**config.mk**
```make
export PLATFORM = sky130hd
export DESIGN_NAME = lc4_dmem_arbiter
export DESIGN_NICKNAME = d
export VERILOG_FILES = /design/src/rtl/lc4_dmem_arbiter.sv
export SDC_FILE = /design/constraint.sdc
export NUM_CORES = 1
export LEC_CHECK = 0
export CORE_UTILIZATION = 31
export CTS_CLUSTER_SIZE = 24
export DETAILED_ROUTE_END_ITERATION = 8
export PLACE_DENSITY = 0.82
export SYNTH_ARGS = -nofsm -noshare
export SYNTH_HDL_FRONTEND = slang
export SYNTH_SLANG_ARGS = --single-unit
```
**constraint.sdc**
```tcl
create_clock -name clk -period 2.6 [get_ports clk]
set_input_delay 0.52 -clock clk [delete_from_list [all_inputs] [get_ports clk]]
set_output_delay 0.52 -clock clk [all_outputs]
set_load 0.01 [all_outputs]
```
**src/rtl/lc4_dmem_arbiter.sv**
```systemverilog
// lc4_dmem_arbiter: shares lc4_memory's data port between the LC4 core (port 0) and the
// scrub/DMA engine (port 1) with round-robin, bounded burst lock and tagged read return.
module lc4_dmem_arbiter #(
    parameter int AW           = 16,
    parameter int DW           = 16,
    parameter int READ_LATENCY = 1,
    parameter int MAX_BURST    = 8
) (
    input  logic          clk,
    input  logic          rst,
    input  logic          gwe,
    input  logic          r0_req,
    input  logic          r0_we,
    input  logic          r0_lock,
    input  logic [AW-1:0] r0_addr,
    input  logic [DW-1:0] r0_wdata,
    output logic          r0_gnt,
    output logic          r0_rvalid,
    output logic [DW-1:0] r0_rdata,
    input  logic          r1_req,
    input  logic          r1_we,
    input  logic          r1_lock,
    input  logic [AW-1:0] r1_addr,
    input  logic [DW-1:0] r1_wdata,
    output logic          r1_gnt,
    output logic          r1_rvalid,
    output logic [DW-1:0] r1_rdata,
    output logic [AW-1:0] mem_addr,
    output logic [DW-1:0] mem_din,
    output logic          mem_dwe,
    output logic          mem_dre,
    input  logic [DW-1:0] mem_dout
);
    typedef enum logic [1:0] {ARB, LOCKED, RELEASE} state_t;

    state_t     state, state_nx;
    logic       last, last_nx, owner, owner_nx;
    logic       en, own_req, own_lock, we;
    logic [7:0] cnt, cnt_nx;
    logic       tag_v  [READ_LATENCY];
    logic       tag_id [READ_LATENCY];

    assign en       = gwe & rst;
    assign own_req  = owner ? r1_req : r0_req;
    assign own_lock = owner ? r1_lock : r0_lock;

    // In RELEASE the owner plays the role of "last" so the other port gets priority.
    always_comb begin
        r0_gnt   = 1'b0;
        r1_gnt   = 1'b0;
        state_nx = state;
        last_nx  = last;
        owner_nx = owner;
        cnt_nx   = cnt;
        if (en) begin
            case (state)
                ARB: begin
                    r0_gnt = r0_req & (last | ~r1_req);
                    r1_gnt = r1_req & (~last | ~r0_req);
                    if (r0_gnt | r1_gnt) last_nx = r1_gnt;
                    if ((r0_gnt & r0_lock) | (r1_gnt & r1_lock)) begin
                        state_nx = LOCKED;
                        owner_nx = r1_gnt;
                        cnt_nx   = 8'd1;
                    end
                end
                LOCKED: begin
                    r0_gnt = ~owner & r0_req;
                    r1_gnt = owner & r1_req;
                    if (!own_lock) state_nx = ARB;
                    else if (own_req && cnt == 8'(MAX_BURST - 1)) state_nx = RELEASE;
                    else if (own_req) cnt_nx = cnt + 8'd1;
                end
                RELEASE: begin
                    r0_gnt   = r0_req & (owner | ~r1_req);
                    r1_gnt   = r1_req & (~owner | ~r0_req);
                    state_nx = ARB;
                    if (r0_gnt | r1_gnt) last_nx = r1_gnt;
                end
                default: state_nx = ARB;
            endcase
        end
    end

    assign we       = r1_gnt ? r1_we : r0_we;
    assign mem_addr = r1_gnt ? r1_addr : r0_addr;
    assign mem_din  = r1_gnt ? r1_wdata : r0_wdata;
    assign mem_dwe  = (r0_gnt | r1_gnt) & we;
    assign mem_dre  = (r0_gnt | r1_gnt) & ~we;

    always_ff @(posedge clk or negedge rst) begin
        if (!rst) begin
            state <= ARB;
            last  <= 1'b1;
            owner <= 1'b0;
            cnt   <= 8'd0;
            for (int i = 0; i < READ_LATENCY; i++) begin
                tag_v[i]  <= 1'b0;
                tag_id[i] <= 1'b0;
            end
        end else if (gwe) begin
            state     <= state_nx;
            last      <= last_nx;
            owner     <= owner_nx;
            cnt       <= cnt_nx;
            tag_v[0]  <= mem_dre;
            tag_id[0] <= r1_gnt;
            for (int i = 1; i < READ_LATENCY; i++) begin
                tag_v[i]  <= tag_v[i-1];
                tag_id[i] <= tag_id[i-1];
            end
        end
    end

    assign r0_rvalid = tag_v[READ_LATENCY-1] & ~tag_id[READ_LATENCY-1];
    assign r1_rvalid = tag_v[READ_LATENCY-1] & tag_id[READ_LATENCY-1];
    assign r0_rdata  = rst ? mem_dout : '0;
    assign r1_rdata  = rst ? mem_dout : '0;
endmodule

```
# Word level (Yosys, flattened, before mapping)
# Cells that the tools add are included.
# totals
output_inout_bits,70
inputBits,89
ff_bits,14
elab_cells,74
# op_classes
eq_ne,10
add_sub_neg,1
reduce_logical,8
bitwise_logic,27
n_mux,22
# op_table
operator,n
2-to-1 mux 16 bit,3
2-to-1 mux 8 bit,4
one-hot mux 8 bit (2 select lines),1
AND 1 bit,13
"!= test 2 bit, second input constant",6
"adder 8 x 1 -> 8 bit, second input constant",1
"== test 8 x 3 -> 1 bit, second input constant",1
bitwise OR 1 bit,8
AND reduction 4 bit,2
2-to-1 mux 1 bit,7
AND reduction 7 bit,1
2-to-1 mux 2 bit,3
NOT 1 bit,6
one-hot mux 1 bit (3 select lines),2
AND reduction 5 bit,1
one-hot mux 2 bit (2 select lines),1
nonzero test 2 bit,2
"!= test 3 bit, second input constant",1
"== test 2 x 1 -> 1 bit, second input constant",1
"== test 2 bit, second input constant",1
zero test 2 bit,1
one-hot mux 1 bit (2 select lines),1
logical AND 1 bit,1

# Longest topological paths before layout
# Gate-level depths: netlist of the first run.
# logic_depth
depth_word,8
depth_mapped,8

# Worst setup path after synthesis of the first run
# Ideal clock, no wire load.
# synth_path
kind,reg-to-output
from,reg owner
to,out mem_addr[10]
setup_slack_ns,0.421
stages_incl_launch_ff,7
arrival_time_ns,1.659
required_time_ns,2.080
cell_sequence,dfrtp_1 > buf_2 > a22o_1 > a221o_1 > buf_6 > buf_12 > mux2_4
# synth_via
elab_chain_cells,6
word_cells_on_any_way,7
classes_between,3 x mux; 4 x bitwise
# synth_lines
item,line,source
"start, declared",37,"logic last, last_nx, owner, owner_nx;"
"start signal, assigned",104,owner <= owner_nx;
NOT 1 bit,76,r1_gnt = r1_req & (~owner | ~r0_req);
bitwise OR 1 bit,76,
AND 1 bit,76,
one-hot mux 1 bit (3 select lines) *,56,case (state)
2-to-1 mux 1 bit *,55,if (en) begin
2-to-1 mux 16 bit *,86,assign mem_addr = r1_gnt ? r1_addr : r0_addr;
"end, declared",28,"output logic [AW-1:0] mem_addr,"
# Every way passes the cells marked *; elsewhere a longest branch is shown, timed or not.

# Worst setup path in the final report of the first run
# layout_path
from,reg state[1]
to,out mem_din[14]
# layout_via
elab_chain_cells,4
word_cells_on_any_way,6
classes_between,2 x eq/ne; 3 x mux; 1 x reduce/logical
# layout_lines
item,line,source
"start, declared",36,"state_t state, state_nx;"
"start signal, assigned",102,state <= state_nx;
"== test 2 bit, or another cell as far along",56,
one-hot mux 1 bit (3 select lines) *,56,
2-to-1 mux 1 bit *,55,
2-to-1 mux 16 bit *,87,assign mem_din = r1_gnt ? r1_wdata : r0_wdata;
"end, declared",29,"output logic [DW-1:0] mem_din,"
# Marked as above.

==> reports/metrics.csv, run 1 <==
stage,metric,value,unit
synth,mapped cell area,0.00170,mm^2
grt,Tot GR Track Use,0.219,
layout,synth-to-layout area growth,97.7,%
layout,Finished Layout Cells,398,
synth,Synth cell types,42,
clock_tree,Max clock buf depth,2,
layout,area occupied by registers,352,um^2
layout,Nets,419,
power,Worst VDD drop,299,uV
grt,GR peak layer,met2,
layout,post-route cell area,0.00337,mm^2
grt,largest net degree at the start of global routing,32,
route,Via-to-Cell Ratio,4.80,
timing,worst hold slack,0.385,ns
floorplanning,starting density of the core,0.327,
synth,top-count cell post-synth,mux2_4,
synth,#FFs+latches synth,14,
route,number of DRC markers in iteration 0,38,
timing,fin crit share,0.991,
synth,YS warnings,0,
setup_path,Critical Path RT,2.08,ns
timing,setup violators final,0,
status,status,"finished, final reports clean",
floorplanning,# IOs,159,
timing,max frequency,388,MHz
synth,top cell type's share of synthesized area,0.256,
placed_design,post-DP HPWL,5050,um
synth,Post-synth EDFFs,0,
synth,Synth top cells by count,"29 x mux2_4, 18 x and2_1, 16 x buf_4, 13 x dfrtp_1, 8 x o21ai_0",
clock_tree,H-tree depth,1,
synth,Synth Flop Type,dfrtp_1,
timing,worst rel slew slack,0.773,
setup_path,CP arrival,2.06,ns
route,remaining antenna violation count,0,
layout,Layout fillers,428,
synth,"area leader, netlist",mux2_4,
timing,Fin. Hold Viols,0,
placed_design,I/O Buffers,158,
synth,syn nets,260,
setup_path,Worst Setup End Kind,output pin,
floorplanning,row count,26,
setup_path,critical path cell sequence,nor2_2 > a22o_1 > a221o_2 > buf_12 > buf_16 > mux2_4 > buf_6,
power,leakage power,0.00155,uW
route,DR pass1 iterations,4,
clock_tree,clock sinks,14,
setup_path,crit-path max FO,9,
placed_design,Placed Area,0.00328,mm^2
synth,synth top area cells,"mux2_4 26%, dfrtp_1 19%, buf_4 7.0%",
synth,post-synthesis sequential area ratio,0.206,
synth,fraction of registers with async set/reset,1.00,
setup_path,"delay-heaviest family, CP",compound AO/OA/AOI/OAI gates,
layout,final core occ,0.647,
grt,vias in the first global route,1829,
placed_design,routability cong.,0.858,
setup_path,CP peak stage delay,0.41,ns
layout,n_diodes,0,
layout,layout cells sized above 1,0.317,
run,total of max-cap violations,0,
clock_tree,post-cts hold buffer count,0,
route,WL per Instance,16.4,um
clock_tree,CTS tree,yes,
setup_path,Setup Crit Path Kind,flop to output pin,
setup_path,CP Launch Type,flop,
grt,met3 global-route usage,0.0515,
timing,Final Skew,0.00539,ns
grt,first-pass GRT wire length,9980,um
timing,Worst Max-Slew Pin Slew,0.338,ns
floorplanning,Die Wd,76.1,um
grt,antenna violations before repair,0,
synth,synthesized area per cell,10.0,um^2
layout,footprint of the multi-input gates,0.00111,mm^2
clock_tree,Worst-Skew Late Latency,0.25,ns
setup_path,CP Buf/Inv Count,3,
floorplanning,Die Y,76.1,um
timing,unrepaired setup endpoints after global routing,yes,
clock_tree,CTS Buf Count,3,
min_path,Hold Crit Class,primary input to asynchronous set/reset pin,
placed_design,Placed Cells,389,
synth,Synth Instances,170,
timing,Max Slew Vio Count,0,
route,vias post-DR,1912,
floorplanning,die area,0.00580,mm^2
power,pwr dens,411,mW/mm^2
grt,gr ovfl total,0,
grt,met2 GRT Util,0.410,
setup_path,slowest CP cell,a221o_2,
timing,post-layout minimum cycle time,2.58,ns
clock_tree,clk slew on worst S/H paths,0.06,ns
clock_tree,clk root buf,clkbuf_8,
route,DRC Markers,0,
floorplanning,core footprint,0.00520,mm^2
route,Routed WL,6510,um
grt,met1 usage,0.241,
==> final timing paths <==
| check | end | slack [ns] | cells after the start | startpoint |
|---|---|---|---|---|
| max in group asynchronous | last$_DFFE_PN1P_ | 1.93 | 2 | rst |
| worst min-delay path | cnt[2]$_DFFE_PN0P_ | 0.39 | 2 | rst |
| worst max register to register | cnt[7]$_DFFE_PN0P_ | 0.65 | 6 | last$_DFFE_PN1P_ |
| worst max-delay path | mem_din[14] | 0.02 | 7 | state[1]$_DFFE_PN0P_ |
| min in group clk | tag_v$_DFFE_PN0P_ | 0.49 | 1 | tag_v$_DFFE_PN0P_ |
| worst min register to register | tag_v$_DFFE_PN0P_ | 0.49 | 1 | tag_v$_DFFE_PN0P_ |
==> cell usage in the layout (no fill, tap or decap), types with 3 or more instances in the layout <==
| cell type | n |
|---|---|
| clkdlybuf4s50_1 | 118 |
| nand2_1 | 7 |
| inv_1 | 6 |
| clkbuf_2 | 16 |
| clkbuf_8 | 3 |
| mux2_2 | 6 |
| or4_1 | 6 |
| o21ai_0 | 8 |
| buf_6 | 17 |
| and2_1 | 17 |
| nand3_1 | 3 |
| o31ai_1 | 5 |
| mux2_4 | 29 |
| dlygate4sd2_1 | 4 |
| a21oi_1 | 7 |
| nor2_1 | 4 |
| dfrtp_1 | 13 |
| buf_4 | 17 |
==> power by group <==
| part | internal (uW) | switching (uW) | leakage, uW |
|---|---|---|---|
| sequential | 279 | 44.8 | 0.000181 |
| combinational | 516 | 356 | 0.00134 |
| clock | 109 | 79.6 | 0.0000228 |
| total | 904 | 480 | 0.00155 |
==> area by class of cell <==
| type | instances | area share |
|---|---|---|
| Clock buffer | 4 | 0.0134 |
| Inverter | 6 | 0.00668 |
| Multi-Input combinational cell | 124 | 0.329 |
| Sequential cell | 14 | 0.104 |
| Tap cell | 70 | 0.0260 |
| Timing Repair Buffer | 180 | 0.521 |
==> layer usage <==
layer | routed length, um | part of all wire
met5 | 0 | 0
met4 | 147 | 0.023
met3 | 434 | 0.067
met2 | 3450 | 0.53
met1 | 2480 | 0.38
==> cell families (layout without fill, tap and decap cells) <==
group,count (synthesis),in the layout,share of synthesized area
and+or+nand+nor,53,53,0.185
muxes,36,36,0.301
AOI/OAI and AO/OA,34,34,0.148
buffers and inverters,32,190,0.153
DFF,14,14,0.206
adders and majority gates,1,1,0.00734
==> what timing repair did <==
| item | CTS | global route |
|---|---|---|
| pin swaps | 4 | 1 |
| endpoints found under the setup margin | 68 | 35 |
| resized for setup | 115 | 32 |
| cloned | 2 | 0 |
| buffers inserted | 2 | 1 |
==> state kept, by name, indices dropped and copies added, names as in the netlist <==
name    flops
cnt         8
state       2
last        1
owner       1
tag_id      1
tag_v       1
==> stage by stage <==
step                      power [uW]  setup WS, ns  TNS (ns)
final                           1380        0.0245         0
after global routing            1470       -0.0245    -0.242
after CTS                       1360      0.000597         0
after detailed placement        1160        -0.542    -20.61
after global placement          1140        -0.520    -19.45
after floorplan                  788         0.421         0
(Power assumes the default switching activity.)
==> run 2, diff against run 1 <==
- CORE_MARGIN: unset -> 3
==> run 2 against run 1 <==
The flow now finishes with violations (setup timing). Sequential share of layout area is 0.18 points higher. Non-clock buffer count increased by 1. Global-route usage fell by 2.6 points. Worst setup slack worse by 0.11 ns. Combinational power fell by 2.5%. Final area decreased by 1.3%. Clock power down 2%. Count of clock-buffer cells in the layout did not move. Worst hold slack gained 0.10 ns. Die area is 11% higher. Critical path type is now primary input to output pin. Critical endpoint is now mem_din[1]. Largest cell class unchanged.
==> reports/metrics.csv, run 2 (synthesized netlist as in run 1, its figures left out) <==
stage,metric,value,unit,change
power,pwr dens,412,mW/mm^2,+0.25%
timing,post-layout minimum cycle time,2.69,ns,+0.110 ns
layout,final core occ,0.639,,-0.00865
clock_tree,Max clock buf depth,2,,unchanged
route,remaining antenna violation count,0,,unchanged
grt,antenna violations before repair,0,,unchanged
layout,most flop-heavy register,cnt,,
placed_design,I/O Buffers,158,,unchanged
floorplanning,Die Y,80.1,um,+5.3%
clock_tree,Worst-Skew Late Latency,0.25,ns,about the same
floorplanning,Die Wd,80.1,um,+5.3%
status,failing checks,setup timing,,
status,status,"finished, violations left",,
setup_path,CP Launch Type,primary input,,
route,DR pass1 iterations,4,,unchanged
route,WL per Instance,16.8,um,+2.6%
grt,vias in the first global route,1878,,+2.7%
setup_path,Worst Setup End Kind,output pin,,
timing,Final Skew,0.00308,ns,-0.00230 ns
clock_tree,clock sinks,14,,unchanged
setup_path,CP Buf/Inv Count,5,,+2
placed_design,Place WS,-0.554,ns,-0.0127 ns
setup_path,"delay-heaviest family, CP",buffers and inverters,,
grt,largest net degree at the start of global routing,32,,unchanged
route,Via-to-Cell Ratio,4.77,,-0.67%
floorplanning,starting density of the core,0.327,,unchanged
setup_path,Critical Path RT,2.08,ns,about the same
floorplanning,# IOs,159,,unchanged
floorplanning,row count,26,,unchanged
timing,worst rel slew slack,0.779,,+0.00599
floorplanning,core footprint,0.00520,mm^2,unchanged
grt,gr ovfl total,0,,unchanged
clock_tree,CTS Buf Count,3,,unchanged
floorplanning,die area,0.00642,mm^2,+11%
layout,max FFs per register,8,,unchanged
power,leakage power,0.00152,uW,-1.6%
clock_tree,clk slew on worst S/H paths,0.06,ns,about the same
grt,first-pass GRT wire length,9670,um,-3.0%
route,Routed WL,6700,um,+2.9%
timing,Fin. Hold Viols,0,,unchanged
layout,layout cells sized above 1,0.328,,+0.0112
setup_path,Worst R2R Start,last$_DFFE_PN1P_,,
setup_path,CP peak stage delay,0.35,ns,-0.06 ns
grt,Tot GR Track Use,0.193,,-0.0262
setup_path,RR Endpoint,cnt[3]$_DFFE_PN0P_,,
power,Worst VDD drop,379,uV,+27%
timing,fin crit share,1.03,,+0.0422
setup_path,Setup Crit Path Kind,primary input to output pin,,
route,vias post-DR,1904,,-0.42%
layout,Nets,420,,+0.24%
layout,synth-to-layout area growth,95.1,%,
clock_tree,clk root buf,clkbuf_8,,
min_path,Hold Crit Class,primary input to asynchronous set/reset pin,,
clock_tree,H-tree depth,1,,unchanged
timing,setup violators final,21,,+21
setup_path,crit-path max FO,5,,-4
setup_path,Worst R2R Setup Slack,0.70,ns,+0.05 ns
layout,top flop regs,"cnt (8), state (2)",,
timing,Max Slew Vio Count,0,,unchanged
run,total of max-cap violations,0,,unchanged
setup_path,"most used cell, CP",buf_6,,
timing,Worst Max-Slew Pin Slew,0.331,ns,-0.00737 ns
setup_path,CP arrival,2.17,ns,+0.11 ns
placed_design,post-DP HPWL,5310,um,+5.1%
setup_path,critical path cell sequence,dlygate4sd2_1 > and2_4 > nand2_1 > a221o_2 > buf_12 > buf_16 > buf_6 > mux2_4 > buf_6,,
setup_path,slowest CP cell,a221o_2,,
layout,n_diodes,0,,unchanged
route,DRC Markers,0,,unchanged
route,number of DRC markers in iteration 0,57,,+50%
timing,Final WS setup,-0.0853,ns,-0.110 ns
clock_tree,CTS tree,yes,,
placed_design,routability cong.,0.827,,-3.7%
timing,unrepaired setup endpoints after global routing,yes,,
timing,max frequency,372,MHz,-4.1%
setup_path,R2R depth,5,,-1
layout,most frequent cells in the layout,"119 x clkdlybuf4s50_1, 29 x mux2_4, 25 x buf_2",,
layout,"commonest non-fill, non-tap cell in the layout",clkdlybuf4s50_1,,
==> run 2: layout make-up <==
type                    count  area [um^2]
clock buffers               4         45.0
fillers                   440         1880
inverters                   6         22.5
multi-input cells         124         1100
flip-flops and latches     14          353
well taps                  70         87.6
repair buffers            181         1710
==> run 2: worst max-delay path by stage <==
stage | start | end | slack, ns | cells after the start
global route | state[1]$_DFFE_PN0P_ | mem_din[1] | -0.12 | 8
CTS | state[1]$_DFFE_PN0P_ | mem_addr[14] | -0.17 | 6
detailed placement | rst | mem_din[7] | -0.55 | 7
floorplan | owner$_DFFE_PN0P_ | mem_addr[10] | 0.42 | 6
global placement | rst | mem_din[7] | -0.53 | 7
finish | rst | mem_din[1] | -0.09 | 9
==> run 2: metal layers <==
metal  vias to the layer above  wire length (um)  track usage
met5                         -                 0            0
met4                         0               167       0.0574
met3                        15               482       0.0448
met2                        79              3580        0.361
met1                       891              2470        0.213
li1                        919                 -            -
==> run 2: report_power, final <==
| part | switching, uW | total, uW | internal (uW) | leakage, uW |
|---|---|---|---|---|
| Clock | 75.7 | 184 | 108 | 0.0000228 |
| Sequential | 55.4 | 335 | 280 | 0.000180 |
| Combinational | 342 | 850 | 508 | 0.00132 |
| Total | 473 | 1370 | 896 | 0.00152 |
==> run 2: repair_timing <==
action | 4_1_cts | 5_1_grt
hold buffers | 0 | 0
cloned | 3 | 0
endpoints found under the setup margin | 68 | 36
resized for setup | 150 | 13
buffers inserted | 4 | 2
pin swaps | 2 | 1
==> run 2: through the flow <==
stage / cell area (um^2) / hold slack (ns) / instances / setup TNS [ns] / total power [uW]
after floorplan: 1700 / 0.224 / 170 / 0 / 788
after global placement: 3270 / 0.474 / 388 / -19.44 / 1140
after detailed placement: 3270 / 0.484 / 388 / -20.53 / 1160
after CTS: 3350 / 0.483 / 399 / -0.865 / 1390
after global routing: 3320 / 0.510 / 399 / -1.30 / 1460
final: 3320 / 0.487 / 399 / -0.359 / 1370
